--- src/rtl/fractal_sync_neighbor_mp_pkg.sv ---
// Shared types for the multi-port neighbor sync node: default request/response
// templates, the FSM state enum and the timer width helper.
package fractal_sync_neighbor_mp_pkg;

  localparam int DFLT_ID_W = 2;

  typedef enum logic [1:0] {
    IDLE,
    GATHER,
    WAKE,
    ABORT
  } fsync_nbr_state_e;

  typedef struct packed {
    logic                 lvl;
    logic [DFLT_ID_W-1:0] id;
  } fsync_nbr_sig_t;

  typedef struct packed {
    logic           sync;
    fsync_nbr_sig_t sig;
  } fsync_nbr_req_t;

  typedef struct packed {
    logic           wake;
    fsync_nbr_sig_t sig;
    logic           error;
  } fsync_nbr_rsp_t;

  // Saturating timer width: enough to hold TIMEOUT, never less than one bit.
  function automatic int tmr_width(input int timeout);
    int w;
    w = $clog2(timeout + 1);
    return (w < 1) ? 1 : w;
  endfunction

endpackage

--- src/rtl/fractal_sync_neighbor_mp_if.sv ---
// Per-port request/response bundle of the multi-port neighbor sync node.
interface fractal_sync_neighbor_mp_if #(
  parameter int  N_PORTS     = 2,
  parameter type fsync_req_t = fractal_sync_neighbor_mp_pkg::fsync_nbr_req_t,
  parameter type fsync_rsp_t = fractal_sync_neighbor_mp_pkg::fsync_nbr_rsp_t
);

  fsync_req_t [N_PORTS-1:0] req_i;
  fsync_rsp_t [N_PORTS-1:0] rsp_o;
  logic                     busy_o;

  modport master (
    output req_i,
    input  rsp_o,
    input  busy_o
  );

  modport slave (
    input  req_i,
    output rsp_o,
    output busy_o
  );

endinterface

--- src/rtl/fractal_sync_neighbor_mp_timeout.sv ---
// Saturating gather timer: cleared on demand, counts while enabled, and flags
// the last cycle allowed before the barrier is aborted.
module fractal_sync_nbr_timeout #(
  parameter int TIMEOUT = 8,
  parameter int CNT_W   = 4
) (
  input  logic clk_i,
  input  logic rst_ni,
  input  logic i_clr,
  input  logic i_en,
  output logic o_hit
);

  logic [CNT_W-1:0] r_cnt;

  always_ff @(posedge clk_i or negedge rst_ni) begin
    if (!rst_ni) begin
      r_cnt <= '0;
    end else if (i_clr) begin
      r_cnt <= '0;
    end else if (i_en && (r_cnt != {CNT_W{1'b1}})) begin
      r_cnt <= r_cnt + CNT_W'(1);
    end
  end

  assign o_hit = (r_cnt == CNT_W'(TIMEOUT - 1));

endmodule

--- src/rtl/fractal_sync_neighbor_mp.sv ---
// N-port neighbor barrier: gathers sync arrivals carrying a common id, wakes all
// ports when complete, flags id mismatches/duplicates and aborts on timeout.
module fractal_sync_neighbor_mp
  import fractal_sync_neighbor_mp_pkg::*;
#(
  parameter type  fsync_req_t = fractal_sync_neighbor_mp_pkg::fsync_nbr_req_t,
  parameter type  fsync_rsp_t = fractal_sync_neighbor_mp_pkg::fsync_nbr_rsp_t,
  parameter int   N_PORTS     = 2,
  parameter int   ID_W        = 2,
  parameter int   TIMEOUT     = 0,
  parameter logic COMB        = 1'b0
) (
  input  logic                          clk_i,
  input  logic                          rst_ni,
  fractal_sync_neighbor_mp_if.slave     nbr
);

  localparam int TMR_W = tmr_width(TIMEOUT);

  fsync_req_t [N_PORTS-1:0] w_req;
  fsync_rsp_t [N_PORTS-1:0] w_rsp;

  fsync_nbr_state_e   r_state, w_state_d;
  logic [N_PORTS-1:0] r_presence, w_presence_d;
  logic [N_PORTS-1:0] r_err, w_err_d;
  logic [ID_W-1:0]    r_id, w_id_d, w_ref_id, r_rsp_id;
  logic               r_wake, w_wake_d;
  logic               w_any_sync;
  logic               w_tmr_en, w_tmr_clr, w_tmr_hit;
  logic               w_unused_lvl;

  assign w_req      = nbr.req_i;
  assign nbr.rsp_o  = w_rsp;
  assign nbr.busy_o = (r_state == GATHER);

  // Request levels carry no information for a neighbor node.
  always_comb begin
    w_unused_lvl = 1'b0;
    for (int i = 0; i < N_PORTS; i++) begin
      w_unused_lvl = w_unused_lvl ^ w_req[i].sig.lvl;
    end
  end

  // Reference id for a new barrier: lowest-indexed port raising sync.
  always_comb begin
    w_ref_id   = '0;
    w_any_sync = 1'b0;
    for (int i = N_PORTS - 1; i >= 0; i--) begin
      if (w_req[i].sync) begin
        w_ref_id   = w_req[i].sig.id;
        w_any_sync = 1'b1;
      end
    end
  end

  always_comb begin
    w_state_d    = r_state;
    w_presence_d = r_presence;
    w_id_d       = r_id;
    w_err_d      = '0;
    w_wake_d     = 1'b0;
    w_tmr_en     = 1'b0;
    w_tmr_clr    = 1'b0;

    case (r_state)
      GATHER: begin
        w_tmr_en = 1'b1;
        for (int i = 0; i < N_PORTS; i++) begin
          if (w_req[i].sync) begin
            if ((w_req[i].sig.id != r_id) || r_presence[i]) begin
              w_err_d[i] = 1'b1;
            end else begin
              w_presence_d[i] = 1'b1;
            end
          end
        end
        if (&w_presence_d) begin
          w_state_d    = WAKE;
          w_wake_d     = 1'b1;
          w_presence_d = '0;
          w_tmr_clr    = 1'b1;
        end else if (w_tmr_hit) begin
          w_state_d    = ABORT;
          w_err_d      = w_err_d | w_presence_d;
          w_presence_d = '0;
          w_tmr_clr    = 1'b1;
        end
      end

      default: begin
        // IDLE, WAKE and ABORT all accept the start of a fresh barrier.
        w_presence_d = '0;
        w_tmr_clr    = 1'b1;
        if (w_any_sync) begin
          w_id_d = w_ref_id;
        end
        for (int i = 0; i < N_PORTS; i++) begin
          if (w_req[i].sync) begin
            if (w_req[i].sig.id == w_ref_id) begin
              w_presence_d[i] = 1'b1;
            end else begin
              w_err_d[i] = 1'b1;
            end
          end
        end
        if (&w_presence_d) begin
          w_state_d    = WAKE;
          w_wake_d     = 1'b1;
          w_presence_d = '0;
        end else if (|w_presence_d) begin
          w_state_d = GATHER;
        end else begin
          w_state_d = IDLE;
        end
      end
    endcase
  end

  always_ff @(posedge clk_i or negedge rst_ni) begin
    if (!rst_ni) begin
      r_state    <= IDLE;
      r_presence <= '0;
      r_id       <= '0;
      r_err      <= '0;
      r_wake     <= 1'b0;
      r_rsp_id   <= '0;
    end else begin
      r_state    <= w_state_d;
      r_presence <= w_presence_d;
      r_id       <= w_id_d;
      r_err      <= w_err_d;
      r_wake     <= w_wake_d;
      r_rsp_id   <= w_wake_d ? w_id_d : '0;
    end
  end

  // Combinational responses are gated by reset so nothing leaks out while held.
  always_comb begin
    for (int i = 0; i < N_PORTS; i++) begin
      w_rsp[i]         = '0;
      w_rsp[i].sig.lvl = 1'b1;
      if (COMB) begin
        w_rsp[i].wake   = w_wake_d & rst_ni;
        w_rsp[i].sig.id = (w_wake_d && rst_ni) ? w_id_d : '0;
        w_rsp[i].error  = w_err_d[i] & rst_ni;
      end else begin
        w_rsp[i].wake   = r_wake;
        w_rsp[i].sig.id = r_rsp_id;
        w_rsp[i].error  = r_err[i];
      end
    end
  end

  generate
    if (TIMEOUT != 0) begin : g_timeout
      fractal_sync_nbr_timeout #(
        .TIMEOUT (TIMEOUT),
        .CNT_W   (TMR_W)
      ) u_timeout (
        .clk_i  (clk_i),
        .rst_ni (rst_ni),
        .i_clr  (w_tmr_clr),
        .i_en   (w_tmr_en),
        .o_hit  (w_tmr_hit)
      );
    end else begin : g_no_timeout
      logic w_unused_tmr;
      assign w_unused_tmr = w_tmr_en ^ w_tmr_clr;
      assign w_tmr_hit    = 1'b0;
    end
  endgenerate

endmodule
--- src/flat_wrapper.sv ---
// flat-port wrapper written by rule: the top's interface ports become plain ports
module fractal_sync_neighbor_mp_flat import fractal_sync_neighbor_mp_pkg::*;
#(
  parameter type  fsync_req_t = fractal_sync_neighbor_mp_pkg::fsync_nbr_req_t,
  parameter type  fsync_rsp_t = fractal_sync_neighbor_mp_pkg::fsync_nbr_rsp_t,
  parameter int   N_PORTS     = 2,
  parameter int   ID_W        = 2,
  parameter int   TIMEOUT     = 0,
  parameter logic COMB        = 1'b0
)
  (clk_i, rst_ni, nbr_req_i, nbr_rsp_o, nbr_busy_o);
  fractal_sync_neighbor_mp_if #(.N_PORTS(N_PORTS), .fsync_req_t(fsync_req_t), .fsync_rsp_t(fsync_rsp_t)) nbr_i ();
  input  logic clk_i;
  input  logic rst_ni;
  input wire logic [$bits(nbr_i.req_i)-1:0] nbr_req_i;
  output wire logic [$bits(nbr_i.rsp_o)-1:0] nbr_rsp_o;
  output wire logic [$bits(nbr_i.busy_o)-1:0] nbr_busy_o;
  assign nbr_i.req_i = nbr_req_i;
  assign nbr_rsp_o = nbr_i.rsp_o;
  assign nbr_busy_o = nbr_i.busy_o;
  fractal_sync_neighbor_mp #(.fsync_req_t(fsync_req_t), .fsync_rsp_t(fsync_rsp_t), .N_PORTS(N_PORTS), .ID_W(ID_W), .TIMEOUT(TIMEOUT), .COMB(COMB)) u_core (.clk_i(clk_i), .rst_ni(rst_ni), .nbr(nbr_i));
endmodule
--- config.mk ---
export PLATFORM = sky130hd
export DESIGN_NAME = fractal_sync_neighbor_mp_flat
export DESIGN_NICKNAME = d
export VERILOG_FILES = /design/src/rtl/fractal_sync_neighbor_mp_pkg.sv /design/src/rtl/fractal_sync_neighbor_mp_if.sv /design/src/rtl/fractal_sync_neighbor_mp_timeout.sv /design/src/rtl/fractal_sync_neighbor_mp.sv /design/src/flat_wrapper.sv
export SDC_FILE = /design/constraint.sdc
export NUM_CORES = 1
export LEC_CHECK = 0
export ABC_AREA = 0
export CORE_MARGIN = 1.5
export CORE_UTILIZATION = 25
export DETAILED_ROUTE_END_ITERATION = 8
export GPL_ROUTABILITY_DRIVEN = 0
export PLACE_DENSITY_LB_ADDON = 0.05
export SYNTH_ARGS = -nofsm -noshare
export SYNTH_HDL_FRONTEND = slang
export SYNTH_SLANG_ARGS = --single-unit
--- constraint.sdc ---
create_clock -name clk_i -period 3.4 [get_ports clk_i]
set_input_delay 0.68 -clock clk_i [delete_from_list [all_inputs] [get_ports clk_i]]
set_output_delay 0.68 -clock clk_i [all_outputs]
set_load 0.03 [all_outputs]
## After elaboration in Yosys (flattened, before gate mapping)

Cells that the tools add are included.
Widths: inputs -> output; s select.

- Logic and storage cells: 55
- Bits of input ports: 10
- Register bits after elaboration: 11

- Equal/unequal tests: 6
- Multiplexer cells: 38
- Reductions and logical operators: 5

Operators by type and width:

| operator | count |
|---|---|
| $mux 1 | 26 |
| $mux 2 | 12 |
| $eq 2x2->1 | 2 |
| $ne 2x2->1 | 2 |
| $reduce_and 2->1 | 2 |
| $eq 2x1->1 const B | 1 |
| $logic_or 1x1->1 | 2 |
| $ne 2x1->1 const B | 1 |
| $reduce_or 2->1 | 1 |

## Logic depth before layout (Yosys ltp)

Gate-level depths: netlist of run 1.

- Depth in word-level cells: 10
- Mapped depth: 7
- Mapped depth without buffers: 7

## Worst setup path after synthesis of run 1

OpenSTA, ideal clock, no wires.

- Path kind: input -> register
- Start: input port nbr_req_i[7]
- End: register u_core.r_rsp_id[1]
- Required time: 3.334 ns
- Arrival: 1.630 ns
- Stages: 6
- Path slack: 1.704 ns
- Path buffers: 1
- Setup time: 0.066 ns
- Path through: clkbuf_1 -> nor2b_1 -> ha_1 -> nand2_1 -> o31ai_4 -> and2_1

- Longest elaborated chain between the ends: 10
- Elaborated cells between the ends (all ways): 22

Ends and longest elaborated chain:

| element | RTL line | RTL |
|---|---|---|
| from (decl) | flat_wrapper.sv:15 | `input wire logic [$bits(nbr_i.req_i)-1:0] nbr_req_i;` |
| $mux 2 (2 in a row) | fractal_sync_neighbor_mp.sv:49 | `if (w_req[i].sync) begin` |
| $eq 2x2->1 | fractal_sync_neighbor_mp.sv:99 | `if (w_req[i].sig.id == w_ref_id) begin` |
| $mux 1 | fractal_sync_neighbor_mp.sv:99 |  |
| $mux 1 | fractal_sync_neighbor_mp.sv:98 | `if (w_req[i].sync) begin` |
| $mux 1 | fractal_sync_neighbor_mp.sv:65 | `case (r_state)` |
| $reduce_and 2->1 | fractal_sync_neighbor_mp.sv:106 | `if (&w_presence_d) begin` |
| $mux 1 | fractal_sync_neighbor_mp.sv:106 |  |
| $mux 1 * | fractal_sync_neighbor_mp.sv:65 |  |
| net u_core.w_wake_d | fractal_sync_neighbor_mp.sv:27 | `logic r_wake, w_wake_d;` |
| $mux 2 * | fractal_sync_neighbor_mp.sv:133 | `r_rsp_id <= w_wake_d ? w_id_d : '0;` |
| to (signal assigned) | fractal_sync_neighbor_mp.sv:133 |  |
| to (decl) | fractal_sync_neighbor_mp.sv:26 | `logic [ID_W-1:0] r_id, w_id_d, w_ref_id, r_rsp_id;` |

Mark *: on every way through the listed nets, which the timed path passes. The rest lies on a longest branch. The select of a mux whose other input is x is not followed.
A chain may end at the register's enable or synchronous reset.

## Worst setup path after layout of run 1

- Start: register u_core.r_state[1]
- End: output port nbr_busy_o

- Longest elaborated chain between the ends: 1

Ends and longest elaborated chain:

| element | RTL line | RTL |
|---|---|---|
| from (decl) | fractal_sync_neighbor_mp.sv:23 | `fsync_nbr_state_e r_state, w_state_d;` |
| from (signal assigned) | fractal_sync_neighbor_mp.sv:128 | `r_state <= w_state_d;` |
| $eq 2x1->1 | fractal_sync_neighbor_mp.sv:34 | `assign nbr.busy_o = (r_state == GATHER);` |
| to (decl) | flat_wrapper.sv:17 | `output wire logic [$bits(nbr_i.busy_o)-1:0] nbr_busy_o;` |

No other way between the ends.

==> results.py, run 1 <==
metrics = {
    "critical_path": {
        "crit_required_ns": 2.72,
        "cp_max_fo": 16,
        "cp-end-kind": "output pin",
        "start_kind": "flip-flop",
        "slowest_delay_ns": 0.69,
        "criticalPathCategory": "flip-flop to output pin",
        "worstPathArrival_ns": 1.96,
        "path_cells": "nand2b_1 > inv_2 > clkdlybuf4s50_1",
        "slowest_stage": "clkdlybuf4s50_1",
    },
    "timing": {
        "tightestPinTransition_ns": 0.632,
        "skew_ns": 0.00533,
        "rsz0062_at_grt": "no",
        "maxSlewHeadroom": 0.579,
        "fmax_mhz": 379,
        "drv_slew": 0,
        "period_needed_ns": 2.64,
        "finalSetupTns_ns": 0,
        "hold_viol_final": 0,
        "period_share": 0.775,
        "setup_viol": 0,
    },
    "detailed_routing": {
        "wl_met3_um": 79,
        "drt_wl_total_um": 1240,
        "dr_total_vias": 501,
        "ant_nets": 0,
        "vias_per_cell": 4.47,
        "dr_wl_met2_um": 508,
        "wl_per_cell_um": 11.1,
        "drtIter0Drc": 11,
        "top_layer_used": "met4",
        "wl_met1_um": 607,
        "drtPass1Iterations": 4,
        "drc": 0,
    },
    "logic_synthesis": {
        "synth_cell_types": 27,
        "synth_area_sq_um": 691,
        "netlist_instances": 71,
        "ys_ff_latch": 11,
        "synth_area_per_cell_sq_um": 9.73,
        "yosysSeqAreaShare": 0.399,
        "ys_async_sr_fraction": 1.00,
        "synth-edff-count": 0,
        "yosys_warnings": 0,
        "synth_ff_type": "dfrtp_1",
    },
    "clock_network": {
        "cts_tree": "built",
        "cts_resized": 0,
        "worstSkewPairLatency_ns": 0.27,
        "cts_buffers": 3,
        "clock-sinks": 11,
        "clock_path_buffers": 2,
        "cts_root_buffer": "clkbuf_4",
        "htreeDepth": 1,
        "hold_buffers": 0,
        "clkTransAtPathRegs_ns": 0.07,
        "post_cts_buffers": 0,
    },
    "cells_and_area": {
        "area_delta_synth_final_pct": 23.6,
        "layoutNonFillerInstCount": 112,
        "layout-drive-gt1-share": 0.122,
        "num_antenna_cells": 0,
        "nets": 96,
        "layout.cells.most_common": "clkdlybuf4s50_1",
        "fin_util": 0.335,
        "design_area_sq_um": 853,
        "most-common-layout-cells": "clkdlybuf4s50_1, dfrtp_1, nor2_1, xnor2_1, nand2_1",
    },
    "pwr": {
        "p_per_area_nw_per_um2": 858,
        "leakage_nw": 0.348,
        "ir_drop_mv": 0.481,
        "power_mw": 0.732,
    },
    "placement": {
        "hpwl_um": 939,
        "dpl_cell_area_sq_um": 827,
        "port_buffers": 16,
        "place_inst": 108,
    },
    "status": {
        "status": "complete, no violations",
    },
    "global_route": {
        "grt_max_degree": 17,
        "antenna_found_initial": 0,
        "grt_overflow": 0,
        "grt_usage": 0.0940,
        "grt_pass1_wl_um": 2200,
        "grt_pass1_vias": 455,
    },
    "die": {
        "start_util": 0.271,
        "chipWidth_um": 55.6,
        "core.rowCount": 18,
        "core_sq_um": 2540,
        "dieArea_sq_um": 3090,
        "num_io_pins": 21,
        "dieHeight_um": 55.6,
    },
    "hold_path": {
        "hold_path.class": "flip-flop to flip-flop",
    },
    "run": {
        "cap_violations": 0,
    },
}
-- worst paths after layout --
| path | from | end | slack (ns) | cells past startpoint |
|---|---|---|---|---|
| max | u_core.r_state[1]$_DFFE_PN0P_ | nbr_busy_o | 0.76 | 3 |
| min | u_core.r_presence[0]$_DFF_PN0_ | u_core.r_err[0]$_DFF_PN0_ | 0.59 | 2 |
| max reg2reg | u_core.r_state[1]$_DFFE_PN0P_ | u_core.r_rsp_id[1]$_DFF_PN0_ | 1.70 | 5 |
| min reg2reg | u_core.r_presence[0]$_DFF_PN0_ | u_core.r_err[0]$_DFF_PN0_ | 0.59 | 2 |
| max in group asynchronous | rst_ni | u_core.r_wake$_DFF_PN0_ | 2.32 | 1 |
| min in group asynchronous | rst_ni | u_core.r_rsp_id[0]$_DFF_PN0_ | 0.74 | 1 |
-- cell type report --
cell class	count	area, sq um
sequential	11	275
multi-input combinational	46	335
tap	30	37.5
timing repair buffer	16	160
clock buffer	4	26.3
fill	264	1690
inverter	5	18.8
-- state kept, by name, summed over array words and instances (netlist names) --
register and count:
u_core.r_wake 1, u_core.r_state 2, u_core.r_rsp_id 2, u_core.r_err 2
u_core.r_id 2, u_core.r_presence 2
-- cell usage after synthesis, types with 2 or more instances --
| cell | count | share of area |
|---|---|---|
| buf_4 | 7 | 0.076 |
| o21ai_0 | 2 | 0.014 |
| dfrtp_1 | 11 | 0.40 |
| nand2b_1 | 3 | 0.027 |
| xnor2_1 | 6 | 0.076 |
| clkbuf_1 | 2 | 0.011 |
| inv_2 | 2 | 0.011 |
| a31oi_1 | 2 | 0.018 |
| inv_1 | 3 | 0.016 |
| nand2_1 | 5 | 0.027 |
| nor3_1 | 2 | 0.014 |
| or3_1 | 2 | 0.018 |
| nor2_1 | 6 | 0.033 |
| o221a_2 | 2 | 0.033 |
| ha_1 | 3 | 0.054 |
| and2_1 | 2 | 0.018 |
-- per-layer routing --
metal  vias to the layer above  track usage
li1                        247            -
met1                       226        0.125
met4                         0       0.0836
met3                         4       0.0187
met2                        24        0.126
met5                         -            0
-- cell families after synthesis --
kind of cell             synth area share
AND/OR/NAND/NOR                     0.147
buffers and inverters               0.121
AO/OA/AOI/OAI                       0.197
flip-flops                          0.399
XOR/XNOR                           0.0761
adder cells (fa/ha/maj)            0.0544
other                             0.00543
-- stage by stage --
step                hold WS (ns)  setup slack [ns]
floorplan                  0.384              1.70
global placement           0.584             0.880
detailed placement         0.579             0.916
CTS                        0.590             0.768
global route               0.675             0.656
finish                     0.588             0.765
-- worst max-delay path, delay by kind of cell, from the launching register on --
kind	cells	cell delay [ns]
DFF	1	0.37
and+or+nand+nor	1	0.42
buffers and inverters	2	0.90
-- where the power goes --
group	switching, mW	internal, mW	total, mW	leakage, nW
logic	0.247	0.174	0.421	0.194
clock network	0.0469	0.0454	0.0923	0.0150
registers	0.0351	0.184	0.219	0.139
(Power assumes the default switching activity.)
==> inputs of run 2 (changes only) <==
- clock period: 3.4 -> 2.56 ns (I/O delays scaled with it)
==> run 2 against run 1 <==
Final area increased by 1.8%. Global-route usage up 0.16 points. Critical path depth unchanged. Register-to-register slack worse by 0.51 ns. First-iteration DRC count is the same.
==> results.py, run 2 (synthesis gave the netlist of run 1 again) <==
metrics = {
    "detailed_routing": {
        "wl_per_cell_um": 11.6,
        "drt_wl_total_um": 1320,
        "drtPass1Iterations": 4,
        "drtIter0Drc": 11,
        "vias_per_cell": 4.36,
        "ant_nets": 0,
        "drc": 0,
        "dr_total_vias": 497,
    },
    "pwr": {
        "switchingPower_mw": 0.437,
        "p_clk_frac": 0.118,
        "p_sw_frac": 0.443,
        "ir_drop_mv": 0.411,
        "p_per_area_nw_per_um2": 1140,
        "leakage_nw": 0.358,
        "p_int_mw": 0.549,
        "p_comb_frac": 0.587,
        "seq_power_share": 0.294,
    },
    "timing": {
        "setup_viol": 0,
        "fmax_mhz": 485,
        "hold_viol_final": 0,
        "skew_ns": 0.00626,
        "maxSlewHeadroom": 0.662,
        "period_needed_ns": 2.06,
        "rsz0062_at_grt": "no",
        "fin_ws_ns": 0.498,
        "worst_hold_slack_ns": 0.582,
        "tightestPinTransition_ns": 0.506,
        "finalSetupTns_ns": 0,
        "period_share": 0.805,
        "drv_slew": 0,
    },
    "global_route": {
        "grt_usage": 0.0957,
        "grt_pass1_wl_um": 2250,
        "antenna_found_initial": 0,
        "grt_pass1_vias": 491,
        "grt_overflow": 0,
        "grt_max_degree": 16,
    },
    "clock_network": {
        "worstSkewPairLatency_ns": 0.26,
        "cts_tree": "built",
        "post_cts_buffers": 0,
        "clkTransAtPathRegs_ns": 0.07,
        "clock-sinks": 11,
        "clock_path_buffers": 2,
        "htreeDepth": 1,
        "cts_buffers": 3,
        "hold_buffers": 0,
        "cts_root_buffer": "clkbuf_4",
        "cts_resized": 0,
    },
    "critical_path": {
        "crit_required_ns": 2.05,
        "r2r.worst_path.cells": 4,
        "worstPathArrival_ns": 1.55,
        "start_kind": "flip-flop",
        "criticalPathCategory": "flip-flop to output pin",
        "reg2reg_from": "u_core.r_id[1]$_DFF_PN0_",
        "r2r-end": "u_core.r_rsp_id[0]$_DFF_PN0_",
        "cp_max_fo": 4,
        "cp-end-kind": "output pin",
        "reg2reg_slack_ns": 1.19,
    },
    "cells_and_area": {
        "layout-drive-gt1-share": 0.143,
        "fin_util": 0.341,
        "fillers": 280,
        "nets": 98,
        "layout.cells.most_common": "clkdlybuf4s50_1",
        "num_antenna_cells": 0,
        "area_delta_synth_final_pct": 25.7,
        "most-common-layout-cells": "clkdlybuf4s50_1, dfrtp_1, nor2_1, xnor2_1, nand2_1",
        "multi_input_area_sq_um": 335,
        "seqCellArea_sq_um": 275,
        "design_area_sq_um": 868,
    },
    "status": {
        "status": "complete, no violations",
    },
    "die": {
        "chipWidth_um": 55.6,
        "core_sq_um": 2540,
        "dieArea_sq_um": 3090,
        "dieHeight_um": 55.6,
        "core.rowCount": 18,
        "start_util": 0.271,
        "num_io_pins": 21,
    },
    "placement": {
        "port_buffers": 16,
        "place_ws_ns": 0.396,
        "hpwl_um": 1050,
        "dpl_cell_area_sq_um": 842,
    },
    "run": {
        "cap_violations": 0,
    },
    "hold_path": {
        "hold_path.class": "input port to async pin",
    },
}
-- run 2: worst max path at each step --
stage	from	to	slack [ns]	cells past startpoint
2_1_floorplan	nbr_req_i[7]	u_core.r_rsp_id[1]$_DFF_PN0_	1.03	6
3_3_place_gp	nbr_req_i[4]	u_core.r_rsp_id[0]$_DFF_PN0_	0.39	8
3_5_place_dp	nbr_req_i[5]	u_core.r_rsp_id[0]$_DFF_PN0_	0.40	8
4_1_cts	u_core.r_state[1]$_DFFE_PN0P_	nbr_busy_o	0.48	3
5_1_grt	u_core.r_state[1]$_DFFE_PN0P_	nbr_busy_o	0.43	3
6_report	u_core.r_state[1]$_DFFE_PN0P_	nbr_busy_o	0.50	3
-- run 2: worst max-delay path, cell delays in order (launching register included) --
cell and delay (ns):
dfrtp_1 0.36, nand2b_1 0.18, inv_2 0.09, clkdlybuf4s50_1 0.67
-- run 2: through the flow --
step	total power, mW	instances
after floorplan	0.730	72
after global placement	0.879	110
after detailed placement	0.879	110
after CTS	1.00	114
after global routing	1.06	114
final	0.987	114
-- run 2: final cells by class --
cell class,instances,share of cell area
clock buffer,4,0.0303
inverter,5,0.0216
sequential,11,0.317
timing repair buffer,18,0.202
tap,30,0.0432
multi-input combinational,46,0.386
-- run 2: metal layers --
metal | global-route usage | vias up | share of wire
met2 | 0.151 | 20 | 0.41
met1 | 0.119 | 219 | 0.52
li1 | - | 256 | -
met5 | 0 | - | 0
met4 | 0.0732 | 0 | 0.020
met3 | 0.00937 | 2 | 0.049
-- run 2: power groups by stage --
stage | Clock [mW] | Combinational, mW | Sequential (mW)
after floorplan | 0 | 0.396 | 0.334
after global placement | 0 | 0.584 | 0.295
after detailed placement | 0 | 0.585 | 0.295
after CTS | 0.123 | 0.586 | 0.292
after global routing | 0.129 | 0.628 | 0.300
final | 0.117 | 0.580 | 0.290
